--- config.mk ---
export PLATFORM = sky130hd
export DESIGN_NAME = prog_loader
export DESIGN_NICKNAME = d
export VERILOG_FILES = /design/src/rtl/prog_loader.sv
export SDC_FILE = /design/constraint.sdc
export NUM_CORES = 1
export LEC_CHECK = 0
export BUFFER_PORTS_ARGS = -buffer_cell sky130_fd_sc_hd__buf_2
export CAP_MARGIN = 15
export CORE_UTILIZATION = 50
export CTS_BUF_LIST = sky130_fd_sc_hd__clkbuf_8
export CTS_CLUSTER_DIAMETER = 40
export DETAILED_ROUTE_END_ITERATION = 12
export GPL_TIMING_DRIVEN = 0
export PLACE_DENSITY_LB_ADDON = 0.05
export REMOVE_ABC_BUFFERS = 1
export SLEW_MARGIN = 15
export SYNTH_ARGS = -nofsm -noshare
export SYNTH_HDL_FRONTEND = slang
export SYNTH_SLANG_ARGS = --single-unit
export TNS_END_PERCENT = 10
--- constraint.sdc ---
create_clock -name clk -period 2.9 [get_ports clk]
set_input_delay 0.435 -clock clk [delete_from_list [all_inputs] [get_ports clk]]
set_output_delay 0.435 -clock clk [all_outputs]
set_load 0.03 [all_outputs]
--- src/rtl/prog_loader.sv ---
// prog_loader: loads a framed valid/ready word stream into instruction memory and sequences CPU reset.
// Define PROG_LOADER_CSUM_EN to require a trailing checksum beat per frame.
module prog_loader #(
    parameter int DATA_W = 8,
    parameter int ADDR_W = 8,
    parameter logic [DATA_W-1:0] SYNC = 8'hA5,
    parameter int RST_HOLD = 4
) (
    input  logic              clk,
    input  logic              rstn,
    input  logic [DATA_W-1:0] s_data,
    input  logic              s_valid,
    output logic              s_ready,
    output logic              mem_we,
    output logic [ADDR_W-1:0] mem_addr,
    output logic [DATA_W-1:0] mem_wdata,
    output logic              cpu_rstn,
    output logic [ADDR_W-1:0] boot_addr,
    output logic              busy,
    output logic              done,
    output logic              err
);
    localparam int AB = (ADDR_W + DATA_W - 1) / DATA_W;
    localparam int FW = AB * DATA_W;
    localparam int CW = $clog2(RST_HOLD + 1);
    typedef enum logic [2:0] {IDLE, ADDR, LEN, DATA, TAIL, HOLD, RUN, ERR} state_t;
`ifdef PROG_LOADER_CSUM_EN
    localparam state_t AFTER = TAIL;
`else
    localparam state_t AFTER = HOLD;
`endif
    state_t state, nxt;
    logic [FW-1:0] field, field_nxt;
    logic [7:0] bcnt;
    logic [ADDR_W-1:0] start, ptr, left;
    logic [CW-1:0] hcnt;
    logic accept, is_sync, field_last, tail_good;
    assign accept = s_valid & s_ready;
    assign is_sync = s_data == SYNC;
    assign field_last = bcnt == 8'(AB - 1);
    // Header fields arrive little-endian: shift each beat in from the top.
    assign field_nxt = (field >> DATA_W) | (FW'(s_data) << (FW - DATA_W));
    always_comb begin
        nxt = state;
        case (state)
            IDLE, RUN, ERR: if (accept && is_sync) nxt = ADDR;
            ADDR: if (accept && field_last) nxt = LEN;
            LEN: if (accept && field_last) nxt = field_nxt[ADDR_W-1:0] == '0 ? AFTER : DATA;
            DATA: if (accept && left == ADDR_W'(1)) nxt = AFTER;
            TAIL: if (accept) nxt = tail_good ? HOLD : ERR;
            HOLD: if (hcnt == CW'(RST_HOLD - 1)) nxt = RUN;
            default: nxt = IDLE;
        endcase
    end
    always_ff @(posedge clk) begin
        if (!rstn) begin
            state <= IDLE;
            s_ready <= 1'b0;
            mem_we <= 1'b0;
            mem_addr <= '0;
            mem_wdata <= '0;
            cpu_rstn <= 1'b0;
            boot_addr <= '0;
            busy <= 1'b0;
            done <= 1'b0;
            field <= '0;
            bcnt <= '0;
            start <= '0;
            ptr <= '0;
            left <= '0;
            hcnt <= '0;
        end else begin
            state <= nxt;
            s_ready <= 1'b1;
            cpu_rstn <= nxt == RUN;
            done <= nxt == RUN;
            busy <= nxt inside {ADDR, LEN, DATA, TAIL, HOLD};
            mem_we <= accept && state == DATA;
            hcnt <= state == HOLD ? hcnt + 1'b1 : '0;
            if (accept && state == DATA) begin
                mem_addr <= ptr;
                mem_wdata <= s_data;
                ptr <= ptr + 1'b1;
                left <= left - 1'b1;
            end
            if (accept && (state == ADDR || state == LEN)) begin
                field <= field_nxt;
                bcnt <= field_last ? '0 : bcnt + 1'b1;
            end
            if (accept && state == ADDR && field_last) start <= field_nxt[ADDR_W-1:0];
            if (accept && state == LEN && field_last) begin
                ptr <= start;
                left <= field_nxt[ADDR_W-1:0];
            end
            if (nxt == HOLD && state != HOLD) boot_addr <= start;
        end
    end
`ifdef PROG_LOADER_CSUM_EN
    logic [DATA_W-1:0] sum, chk;
    assign chk = sum + s_data;
    assign tail_good = chk == '0;
    always_ff @(posedge clk) begin
        if (!rstn) begin
            sum <= '0;
            err <= 1'b0;
        end else begin
            err <= nxt == ERR;
            if (accept && is_sync && state inside {IDLE, RUN, ERR}) sum <= '0;
            else if (accept && state inside {ADDR, LEN, DATA}) sum <= chk;
        end
    end
`else
    assign tail_good = 1'b1;
    assign err = 1'b0;
`endif
endmodule
==> Yosys cells after proc, flatten, opt, wreduce, memory -nomap -nowiden <==
Cells that the tools add are included.
{ "classes": {"add_sub_neg": 4, "n_mul": 0, "div_mod_pow": 0, "magnitude_cmp": 0, "eq_ne": 17, "n_shift": 0, "mux": 14, "bitwise": 1, "n_reduce_logical": 18} }
{ "ops": {"columns": ["op", "count"], "rows": [
  ["$mux 8", 5],
  ["$eq 3x3->1 const B", 7],
  ["$mux 3", 7],
  ["$pmux 3 s6", 1],
  ["$add 8x1->8 const B", 2],
  ["$logic_not 8->1", 2],
  ["$eq 3x2->1 const B", 5],
  ["$logic_and 1x1->1", 10],
  ["$eq 8x1->1 const B", 1],
  ["$eq 8x8->1 const B", 1],
  ["$sub 8x1->8 const B", 1],
  ["$eq 3x1->1 const B", 2],
  ["$reduce_bool 5->1", 1],
  ["$add 3x1->3 const B", 1],
  ["$logic_not 3->1", 1],
  ["$ne 3x3->1 const B", 1],
  ["$reduce_or 3->1", 1],
  ["$reduce_and 2->1", 1],
  ["$reduce_bool 2->1", 1],
  ["$and 1x1->1", 1],
  ["$logic_or 1x1->1", 1],
  ["$mux 1", 1]
]} }
{ "word_totals": {"register_bits": 66, "latchBits": 0, "mem_bits_rw": 0, "mem_bits_ro": 0, "inputBits": 11, "out_inout_bits": 30, "word_cells": 67, "memories": 0} }

==> Logic depth before layout (Yosys ltp) <==
Gate-level depths: netlist of the first run.
{ "logic_depth": {"word_depth": 6, "depth_mapped": 9, "depth_no_buf": 8} }

==> Least setup slack after synthesis of the first run <==
Ideal clock, no wire load.
{ "synth_path": {"kind": "input to register", "start": "input port s_data[1]", "end": "register boot_addr[0]", "setup_time_ns": 0.072, "arrival_time_ns": 1.993, "required_time_ns": 2.828, "setup_slack_ns": 0.835, "path_stages": 6, "path_buffers": 0, "path_cell_list": "nor4_1 > nand4_1 > a32oi_1 > o311ai_2 > nor3_4 > mux2i_1"} }
{ "synth_between": {"elab_chain_len": 6, "word_cells_on_any_way": 9, "classes_between": "eq/ne (2); mux (4); reduce/logical (3)"} }
{ "synth_lines": {"columns": ["item", "line", "source"], "rows": [
  ["start: declaration", "11", "input logic [DATA_W-1:0] s_data,"],
  ["$eq 8x8->1 / $logic_not 8->1 (equally long branches)", "39, 48", null],
  ["$logic_and 1x1->1 / $mux 3 (equally long branches)", "46, 48", null],
  ["$mux 3, on equally long branches", "46, 48", null],
  ["$pmux 3 s6 (*)", "45", "case (state)"],
  ["$eq 3x3->1 (*)", "95", "if (nxt == HOLD && state != HOLD) boot_addr <= start;"],
  ["$logic_and 1x1->1 (*)", "95", null],
  ["end signal: assignment", "95", null],
  ["end: declaration", "18", "output logic [ADDR_W-1:0] boot_addr,"]
]} }
Mark *: on every way between the ends. The rest lies on a longest branch, timed or not.
A chain may end at the register's enable or synchronous reset.

==> Worst setup path after layout of the first run <==
{ "layout_path": {"start": "register bcnt[0]", "end": "register boot_addr[0]"} }
{ "layout_between": {"elab_chain_len": 6, "word_cells_on_any_way": 7, "classes_between": "eq/ne (1); mux (3); reduce/logical (3)"} }
{ "layout_lines": {"columns": ["item", "line", "source"], "rows": [
  ["start: declaration", "34", "logic [7:0] bcnt;"],
  ["start signal: assignment", "88", "bcnt <= field_last ? '0 : bcnt + 1'b1;"],
  ["$logic_not 8->1 (*)", "40", "assign field_last = bcnt == 8'(AB - 1);"],
  ["$logic_and 1x1->1 (*)", "47, 48", null],
  ["$mux 3, on equally long branches", "48, 47", null],
  ["$pmux 3 s6 (*)", "45", null],
  ["$eq 3x3->1 (*)", "95", null],
  ["$logic_and 1x1->1 (*)", "95", null]
]} }
Marks and branches as above.

==> metrics.md, run 1 <==
| Metric | Value |
|---|---|
| Synth area leader | `dfxtp_1` |
| Die ar. | `6440 sq um` |
| CP arrival | `2.93 ns` |
| Failing checks | `design-rule violations` |
| Clock root buffer | `clkbuf_8` |
| Pre-CTS setup slack | `0.0556 ns` |
| Top-count cell post-synth | `dfxtp_1` |
| Status | `finished with violations` |
| Slew @ Worst Pin | `0.747 ns` |
| First-pass GRT wire length | `about 11 mm` |
| Total power | `roughly 2.2 mW` |
| Post-Synth Simple-Gate Area | `0.248` |
| Distinct cells, synth | `54` |
| Post-DRT Antenna Nets | `0` |
| Placeable Area | `about 6000 sq um` |
| Post-Syn Instances | `363` |
| Startpoint Class | `register` |
| Synth Area in Adders | `0.0327` |
| Flop pwr share | `0.443` |
| Critical Path RT | `3.18 ns` |
| Combinational cell fraction of total power | `0.189` |
| DP Area | `approximately 3300 sq um` |
| Hold crit path type | `input port to register` |
| WHS | `approximately 0.36 ns` |
| Fin. max-slew vios | `0` |
| Period minus WS final | `2.66 ns` |
| NetSw | `0.662 mW` |
| Final RePlAce weighted congestion | `0.815` |
| Clk_lat worst skew | `0.35 ns` |
| DIE WIDTH | `80.3 um` |
| I/O Buffers | `39` |
| Final period utilization | `0.916` |
| Cts repair resizes | `0` |
| Initial antenna violation count | `0` |
| Layout cells sized above 1 | `0.182` |
| RSZ-0062 raised after global routing | `no` |
| FMAX | `376 MHz` |
| Clock transition at the registers of the reported paths | `around 0.08 ns` |
| # DRC | `1` |
| Sequential-to-total area share from yosys stat | `0.431` |
| CTS Buf Count | `9` |
| # rows | `28` |
| Area contributors post-synth | `dfxtp_1 43%, nand2_1 8.0%, a21oi_1 7.0%` |
| Fin Setup TNS | `0 ns` |
| Switching part of the total | `0.298` |
| Synth Cell Area | `3060 sq um` |
| Primary FF master, synth | `dfxtp_1` |
| Crit path max fanout | `9` |
| DP HPWL | `4.47 mm` |
| I/O pin cnt | `41` |
| FFs w/ async S/R, synth | `0` |
| Pleak | `1.38 nW` |
| Worst slew margin | `0.498` |
| Peak supply drop | `0.000346 V` |
| GRT Util Overall | `0.226` |
| Vias | `~2600` |
| Max Cap Viol | `0` |
| Die Span Y | `80.3 um` |
| Top cell type's share of synthesized area | `0.431` |
| Clock sink count | `66` |
| Post-route setup slack | `0.242 ns` |
| FF+latch count, synth | `66` |
| Commonest cells post-synth | `66 x dfxtp_1, 65 x nand2_1, 43 x a21oi_1, 32 x nor2_1, 16 x mux2i_1` |
| YS warnings | `0` |
| Final clock skew | `0.00982 ns` |
| Final Cell Area | `3520 sq um` |
| Diode count | `0` |
| Critical path capture point type | `register` |
| Largest family of logic cells by synthesized area | `simple AND/OR/NAND/NOR gates` |
| Vias per std cell | `5.51` |
| CTS HTree Levels | `3` |
| Post-synth EDFFs | `0` |
| Fraction of synthesized area in multiplexers | `0.0670` |
| Hold buffers post-CTS | `0` |
| Grt ovf | `0` |
| CTS tree | `yes` |
| Area Overhead vs Synth | `15.1%` |
| Wire per inst | `between 10 and 15 um` |
| Final setup fails | `0` |
| Mean post-synth cell area | `8.44 sq um` |
| Share of total power in the clock network | `0.368` |
| Largest net degree at the start of global routing | `31` |
| Max clock buf depth | `2` |
| Total setup buffers inserted after CTS | `0` |
| Number of global-route vias before repair | `~2300` |
| Final-report hold violation count | `0` |
| PwrDens | `629 nW/um^2` |
| Initial core utilization | `0.517` |
| Final wirelength | `6.71 mm` |
| 1st-iter DRT viols | `around 130` |
| Synth Area in Compound Gates | `0.161` |
| Critical path class | `register to register` |
| Post-synthesis xor/xnor area fraction | `0.0172` |
| Pint | `about 1.6 mW` |
| Nets | `around 420` |
| 1st-pass router iterations | `8` |
-- cell type report --
class                      instances  area [sq um]
fill                             549          2400
tap                               75          93.8
sequential                        66          1320
multi-input combinational        266          1620
clock inverter                     5          60.1
clock buffer                      11           151
timing repair buffer              41           238
inverter                          12          45.0
-- kinds of logic (layout without fill, tap and decap cells) --
logic type | count (synthesis) | count (layout)
adder cells (fa/ha/maj) | 8 | 8
AO/OA/AOI/OAI | 77 | 77
buffers and inverters | 31 | 69
multiplexers | 20 | 20
other | 1 | 1
XOR/XNOR | 6 | 6
flip-flops | 66 | 66
AND/OR/NAND/NOR | 154 | 154
-- state kept, by name (all words and copies together) (netlist names), 3 cells and up --
| name | count |
|---|---|
| ptr | 8 |
| mem_wdata | 8 |
| hcnt | 3 |
| left | 8 |
| state | 3 |
| bcnt | 8 |
| boot_addr | 8 |
| mem_addr | 8 |
| start | 8 |
-- critical path, cell delays in order, from the launching register on --
cell	delay, ns
dfxtp_1	0.33
inv_1	0.08
ha_1	0.15
nor4b_4	0.25
nand4_1	0.46
nand4b_1	0.38
a2bb2oi_2	0.10
nor3_4	0.57
mux2i_1	0.26
-- metal layers --
layer,up-vias,wire [um],global-route usage
met1,1221,3360,0.301
li1,1335,-,-
met3,13,205,0.0489
met5,-,0,0
met4,0,136,0.100
met2,52,3020,0.349
-- path summary, 6_finish.rpt --
kind	from	endpoint	slack [ns]	depth (start not counted)
worst min-delay path	s_data[3]	mem_wdata[3]	0.36	3
worst max-delay path	bcnt[0]	boot_addr[0]	0.24	8
worst max register to register	bcnt[0]	boot_addr[0]	0.24	8
worst min register to register	hcnt[0]	hcnt[0]	0.42	1
-- cells in the final DEF (no fill, tap or decap), drive strengths merged, types with 2 or more instances in the layout --
cell type,n
nor2b,4
nand2b,5
a21oi,43
nor3,7
buf,41
dfxtp,66
a32oi,4
or3,3
nand4,6
a221oi,2
nand2,65
xnor2,2
o21bai,2
xor2,4
ha,8
and3,4
nor2,32
o211ai,3
inv,13
and2,3
o31ai,3
nor4,6
mux2i,16
mux2,4
a31oi,2
and4,2
clkbuf,11
o311ai,2
nand3,10
o21ai,10
clkinv,2
-- through the flow --
step,cells,util
final,476,0.595
after global routing,476,0.595
after CTS,476,0.595
after detailed placement,460,0.559
after global placement,458,0.552
after floorplan,344,-
-- power groups by stage --
stage,logic (mW),clock network [mW],registers [mW]
after floorplan,0.313,0,1.01
after detailed placement,0.415,0,1.00
after CTS,0.419,0.834,0.982
after global routing,0.452,0.876,0.988
after global placement,0.407,0,1.00
final,0.418,0.816,0.983
Note: power is estimated with default switching activity, not from simulation.
==> run 2, diff against run 1 <==
Settings changed: ABC_CLOCK_PERIOD_IN_PS from default to 2200.
Clock period 2.9 ns to 2.2 ns, I/O delays scaled along.
==> metrics.md, run 2 (synthesis results as in run 1) <==
| Metric | Value |
|---|---|
| Area Overhead vs Synth | `19.2%` |
| R2r startpoint | `state[2]` |
| # rows | `28 (unchanged)` |
| Failing checks | `design-rule violations` |
| Final wirelength | `6.91 mm (+2.9%)` |
| Critical path capture point type | `register` |
| I/O Buffers | `39 (unchanged)` |
| Max clock buf depth | `2 (unchanged)` |
| Final setup fails | `0 (unchanged)` |
| FMAX | `464 MHz (+23%)` |
| 1st-pass router iterations | `8 (unchanged)` |
| Hold path depth | `3 (unchanged)` |
| Final-report hold violation count | `0 (unchanged)` |
| Placeable Area | `5920 sq um (unchanged)` |
| Clock transition at the registers of the reported paths | `0.08 ns (about the same)` |
| Clk_lat worst skew | `0.35 ns (about the same)` |
| PwrDens | `828 nW/um^2 (+32%)` |
| Combined area of the multi-input logic cells | `1680 sq um (+4.0%)` |
| Nets | `420 (+1.2%)` |
| Post-DRT Antenna Nets | `0 (unchanged)` |
| Final period utilization | `0.979 (+0.0630)` |
| Die Span Y | `80.3 um (unchanged)` |
| 1st-iter DRT viols | `112 (-12%)` |
| Startpoint Class | `register` |
| Final RePlAce weighted congestion | `0.815 (unchanged)` |
| Wire per inst | `14.4 um (+1.8%)` |
| Most frequent cells in the layout | `65 x nand2_1, 61 x dfxtp_1, 42 x a21oi_1` |
| RR Endpoint | `boot_addr[0]` |
| Final clock skew | `0.00971 ns (-0.000109 ns)` |
| Clock sink count | `66 (unchanged)` |
| Hold crit path type | `input port to register` |
| Clock root buffer | `clkbuf_8` |
| GRT Util Overall | `0.232 (+0.00553)` |
| # DRC | `1 (unchanged)` |
| CTS HTree Levels | `3 (unchanged)` |
| CTS Buf Count | `9 (unchanged)` |
| CTS tree | `yes` |
| Grt ovf | `0 (unchanged)` |
| # fillers | `538 (-2.0%)` |
| I/O pin cnt | `41 (unchanged)` |
| Post-route setup slack | `0.0454 ns (-0.197 ns)` |
| FF-to-FF setup slack | `0.05 ns (-0.20 ns)` |
| Worst hold path endpoint | `mem_wdata[3]` |
| Number of global-route vias before repair | `2410 (+3.4%)` |
| Largest net degree at the start of global routing | `31 (unchanged)` |
| Fin Setup TNS | `0 ns (unchanged)` |
| DP HPWL | `4.47 mm (unchanged)` |
| Max Cap Viol | `0 (unchanged)` |
| Vias | `2659 (+1.4%)` |
| R2R cell count | `7 (-1)` |
| Layout cells sized above 1 | `0.222 (+0.0396)` |
| Slew @ Worst Pin | `0.736 ns (-0.0113 ns)` |
| First-pass GRT wire length | `11.3 mm (+2.3%)` |
| Pre-CTS setup slack | `-0.644 ns (-0.700 ns)` |
| Diode count | `0 (unchanged)` |
| Vias per std cell | `5.53 (+0.40%)` |
| Commonest non-fill, non-tap cell in the layout | `nand2_1` |
| Initial antenna violation count | `0 (unchanged)` |
| RSZ-0062 raised after global routing | `yes` |
| CP arrival | `2.43 ns (-0.50 ns)` |
| Worst slew margin | `0.505 (+0.00757)` |
| Status | `finished with violations` |
| Period minus WS final | `2.15 ns (-0.503 ns)` |
| Initial core utilization | `0.517 (unchanged)` |
| Fin. max-slew vios | `0 (unchanged)` |
| Pleak | `1.42 nW (+2.8%)` |
| DIE WIDTH | `80.3 um (unchanged)` |
| Peak supply drop | `0.000490 V (+42%)` |
| Crit path max fanout | `30 (+21)` |
| Critical Path RT | `2.48 ns (-0.70 ns)` |
| Worst min-delay path startpoint | `s_data[3]` |
| Register Area | `1330 sq um (+0.85%)` |
| Die ar. | `6440 sq um (unchanged)` |
| Critical path class | `register to register` |
==> run 2: changes by cell type in the layout (fill, tap and decap cells not counted), moves of 2 or more <==
cell     before  now
dfxtp_4       0    2
dfxtp_1      66   61
dfxtp_2       0    3
buf_4         0    4
==> run 2: worst max-delay path by stage <==
stage | from | endpoint | slack [ns]
3_3_place_gp | state[0] | left[5] | -1.13
2_1_floorplan | s_ready | left[5] | -0.34
4_1_cts | state[1] | boot_addr[0] | 0.007
5_1_grt | bcnt[0] | boot_addr[2] | -0.07
6_report | state[2] | boot_addr[0] | 0.05
3_5_place_dp | bcnt[0] | boot_addr[2] | -0.64
==> run 2: area by class of cell <==
class / count / share of cell area
Multi-Input combinational cell: 266 / 0.460
Timing Repair Buffer: 46 / 0.0788
Inverter: 12 / 0.0123
Clock buffer: 11 / 0.0415
Clock inverter: 5 / 0.0164
Sequential cell: 66 / 0.365
Tap cell: 75 / 0.0257
==> run 2: critical path: stages (launching register included) <==
cell,delay [ns]
dfxtp_4,0.41
nand3b_1,0.28
or2_4,0.42
nor2_1,0.22
o32ai_4,0.15
nor3_4,0.24
buf_12,0.17
mux2i_1,0.19
==> run 2: what timing repair did <==
action                     CTS  global route
hold buffers                 0             0
setup endpoints to repair   20            19
pin swaps                    5             3
gates resized for setup      8            13
setup buffers                5             0
gates cloned                 0             0
==> run 2: stage by stage <==
step           cell area [sq um]   util  hold slack (ns)  power [mW]  cells
6_report                    3650  0.617            0.262        3.02    481
5_1_grt                     3650  0.617            0.262        3.16    481
4_1_cts                     3600  0.608            0.256        2.99    481
3_5_place_dp                3310  0.559            0.415        1.87    460
3_3_place_gp                3270  0.552            0.409        1.86    458
2_1_floorplan               2980      -            0.358        1.74    344
==> run 2: report_power, final <==
part | switching, mW | internal [mW]
sequential | 0.0778 | 1.24
combinational | 0.350 | 0.276
clock | 0.488 | 0.591
==> run 2: routing by layer <==
layer	up-vias	part of all wire	GRT usage
met5	-	0	0
met4	0	0.025	0.118
met3	15	0.038	0.0534
met2	57	0.45	0.357
met1	1238	0.49	0.301
li1	1349	-	-
